===== config.mk =====
export PLATFORM = sky130hd
export DESIGN_NAME = counter_nb
export DESIGN_NICKNAME = d
export VERILOG_FILES = /design/src/rtl/counter_nb.sv
export SDC_FILE = /design/constraint.sdc
export NUM_CORES = 1
export LEC_CHECK = 0
export CORE_AREA = 2 2 39 41
export CTS_CLUSTER_DIAMETER = 80
export DETAILED_ROUTE_END_ITERATION = 10
export DIE_AREA = 0 0 41 43
export DONT_BUFFER_PORTS = 1
export GPL_TIMING_DRIVEN = 0
export MAX_ROUTING_LAYER = met4
export RECOVER_POWER = 100
export SLEW_MARGIN = 20
export SYNTH_ARGS = -nofsm -noshare
export SYNTH_HDL_FRONTEND = slang
export SYNTH_SLANG_ARGS = --single-unit
export TNS_END_PERCENT = 30

===== constraint.sdc =====
create_clock -name clk -period 3.44 [get_ports clk]
set_clock_uncertainty 0.05 [all_clocks]
set_input_delay 0.344 -clock clk [delete_from_list [all_inputs] [get_ports clk]]
set_output_delay 0.344 -clock clk [all_outputs]
set_load 0.03 [all_outputs]

===== src/rtl/counter_nb.sv =====
// Cascadable modulo-MOD up/down counter with synchronous clear/load,
// carry-in/ripple-carry chaining and a sticky wrap flag.
module counter_nb #(
  parameter int unsigned     WIDTH = 4,
  parameter longint unsigned MOD   = 16
) (
  input  logic             clk,
  input  logic             rst_n,
  input  logic             en,
  input  logic             ci,
  input  logic             up,
  input  logic             clr,
  input  logic             ld,
  input  logic [WIDTH-1:0] d,
  input  logic             ovf_clr,
  output logic [WIDTH-1:0] q,
  output logic             rc,
  output logic             tc,
  output logic             ovf
);

  localparam logic [WIDTH-1:0] MAX_VAL = WIDTH'(MOD - 64'd1);

  logic [WIDTH-1:0] q_q, q_d;
  logic             ovf_q, ovf_d;
  logic             step_c;
  logic             term_c;

  assign step_c = en & ci;
  assign term_c = up ? (q_q == MAX_VAL) : (q_q == '0);

  // Terminal count and carry are combinational so a chain wraps on one edge.
  assign tc = term_c;
  assign rc = step_c & term_c;

  always_comb begin
    q_d = q_q;
    if (clr) begin
      q_d = '0;
    end else if (ld) begin
      q_d = (64'(d) >= MOD) ? MAX_VAL : d;
    end else if (step_c) begin
      if (up) begin
        q_d = term_c ? '0 : q_q + WIDTH'(1);
      end else begin
        q_d = term_c ? MAX_VAL : q_q - WIDTH'(1);
      end
    end
  end

  // A wrap on the same cycle as ovf_clr keeps the flag set.
  always_comb begin
    ovf_d = ovf_q;
    if (ovf_clr) begin
      ovf_d = 1'b0;
    end
    if (rc && !clr && !ld) begin
      ovf_d = 1'b1;
    end
  end

  always_ff @(posedge clk or negedge rst_n) begin
    if (!rst_n) begin
      q_q   <= '0;
      ovf_q <= 1'b0;
    end else begin
      q_q   <= q_d;
      ovf_q <= ovf_d;
    end
  end

  assign q   = q_q;
  assign ovf = ovf_q;

endmodule


==> flow_summary_export.csv <==
group,metric,value,unit
status,status,"completed",
finish,stdcell_count,69,
finish,layout.nets,68,
timing,tns,0,ps
clock_tree,ctsLongestPathBuffers,2,
floorplan,fp.dieArea,0.001763,mm²
detailed_routing,ant_nets,0,
detailed_routing,wirelength,957,µm
clock_tree,cts_buffers,3,
global_routing,grt_first_pass_wirelength,1366,µm
placed_design,numPortBuffers,0,
synth,synthDistinctLibCells,26,
placed_design,gp_congestion,0.7462,
clock_tree,worstSkewPairLatency,240,ps
detailed_routing,vias_per_cell,5.725,
floorplan,start_util,28.66,%
synth,avgSynthCellArea,8.263,µm²
timing,worst_slew_pin_slew,561.2,ps
synth,syn_nets,62,
detailed_routing,vias,395,
finish,area_growth,14.20,%
global_routing,grt_max_degree,10,
clock_tree,cts_root_buf,"clkbuf_4",
finish,num_antenna_cells,0,
timing,finalSetupViolCount,0,
synth,synth-edff-count,0,
finish,fin_area,452.9,µm²
global_routing,grt_overflow,0,
floorplan,core_area,0.001384,mm²
setup_path,crit_path_start_kind,"register",
setup_path,critPathRequiredTime,3050,ps
pwr,peakVddDrop,0.00008731,V
synth,synth_area,396.6,µm²
finish,n_fill_cell,147,
detailed_routing,avgRoutedWirePerCell,13.87,µm
timing,period_share,76.05,%
global_routing,grtUsageTotal,11.93,%
floorplan,die_w,41,µm
detailed_routing,drc,0,
floorplan,fp-row-count,14,
timing,slew-limit-headroom,62.45,%
placed_design,place_area,416.7,µm²
floorplan,die_h,43,µm
global_routing,grt_pass1_vias,342,
timing,rsz0062_at_grt,"no",
clock_tree,cts_tree,"yes",
timing,max_freq,0.3822,GHz
synth,yosysWarnings,0,
synth,synthCells,48,
placed_design,dp_cells,64,
pwr,p_leak,0.1884,nW
setup_path,critPathKind,"reg -> out",
flow_run,max_cap_violations,0,
timing,finalHoldViolations,0,
worst_hold_path,worst_hold_path_type,"in -> reg",
clock_tree,clk_pin_slew,40,ps
placed_design,dp_hpwl,746.9,µm
synth,async_reset_ff_share,100.0,%
clock_tree,postCtsResizedCells,0,
global_routing,antenna_found_initial,0,
clock_tree,cts_sinks,5,
timing,drv_slew,0,
synth,synth.ff_latch_count,5,
timing,min_period,2616,ps
setup_path,arrival,2220,ps
floorplan,io_pins,19,
setup_path,path_max_fanout,9,
pwr,power_per_cell_area,399.0,mW/mm²
clock_tree,htree_levels,1,
synth,yosysSeqAreaShare,31.55,%
setup_path,end_kind,"output pin",
finish,drive_gt1_share,9.434,%
detailed_routing,dr.pass1.iters,4,
synth,synth_flop_cell,"dfrtp_1",
detailed_routing,drtIter0Drc,9,
## power breakdown
part | total (mW) | internal (mW) | switching (mW)
clock network | 0.0672 | 0.0438 | 0.0234
logic | 0.0348 | 0.0147 | 0.0202
registers | 0.0787 | 0.0625 | 0.0162
total | 0.181 | 0.121 | 0.0597
## metal layers
layer	track usage, %	part of all wire, %	wire length, µm
met2	16.88	52	500
met3	2.094	5.7	55
met5	-	0	0
met1	13.83	40	385
met4	10.00	1.5	14
## what timing repair did
| item | CTS | global route |
|---|---|---|
| hold buffers | 1 | 0 |
| endpoints found under the hold margin | 5 | 0 |
| buffers inserted | 0 | 0 |
## worst paths after layout
kind,from,end,slack (ps),cells after the start
hold reg to reg,ovf,ovf,650,2
setup / recovery,q[0],rc,820,6
min in group asynchronous,rst_n,q[3],350,1
max in group asynchronous,rst_n,q[2],2800,1
hold / removal,clr,q[1],120,1
setup reg to reg,q[0],ovf,1470,6
## synthesized netlist by cell type, types with 2 or more instances
cell type	number	area, µm²
o21ai_0	2	10.01
a21oi_1	3	15.01
nand3_1	2	10.01
a211oi_1	2	15.01
dfrtp_1	5	125.1
nor2_1	8	30.03
ha_1	2	25.02
inv_1	6	22.52
## placed cells by master, fill, tap and decap left out, types with 2 or more instances in the layout
cell type and instances:
clkbuf_4 3, nand3_1 2, ha_1 2, a21oi_1 3, nor2_1 8, a211oi_1 2
dfrtp_1 5, inv_1 6, o21ai_0 2
## per-stage QoR
step           utilization (%)  setup WS (ps)  hold slack [ps]  total power [mW]
3_3_place_gp             30.11           1127           -1.484            0.1117
3_5_place_dp             30.11           1092           -1.463            0.1125
4_1_cts                  32.73          816.0            106.3            0.1845
2_1_floorplan                -           1247           -1.591            0.1053
6_report                 32.73          823.7            116.8            0.1807
5_1_grt                  32.73          699.0            113.0            0.1934
## worst max-delay path, stage by stage (launching register included)
cell     delay [ps]
dfrtp_1         560
inv_1           150
ha_1            190
or3b_1          380
nor2_1          100
a41oi_1          80
nor2_1          510
## kinds of logic after synthesis
kind of cell	synth area share [%]
AOI/OAI and AO/OA	32.49
and+or+nand+nor	17.98
buffers and inverters	6.938
DFF	31.55
adders and majority gates	6.308
xor gates and xnor gates	2.209
muxes	2.524
## flip-flops by register name (all words and copies together), names as in the netlist
register and count:
ovf 1, q 4
## cell type report
class | instances | area (µm²) | share of cell area (%)
multi-input combinational | 36 | 244.0 | 53.87
sequential | 5 | 125.1 | 27.62
clock buffer | 4 | 26.28 | 5.801
inverter | 6 | 22.52 | 4.972
tap | 16 | 20.02 | 4.420
timing repair buffer | 1 | 10.01 | 2.210
buffer | 1 | 5.005 | 1.105
(Power assumes the default switching activity.)
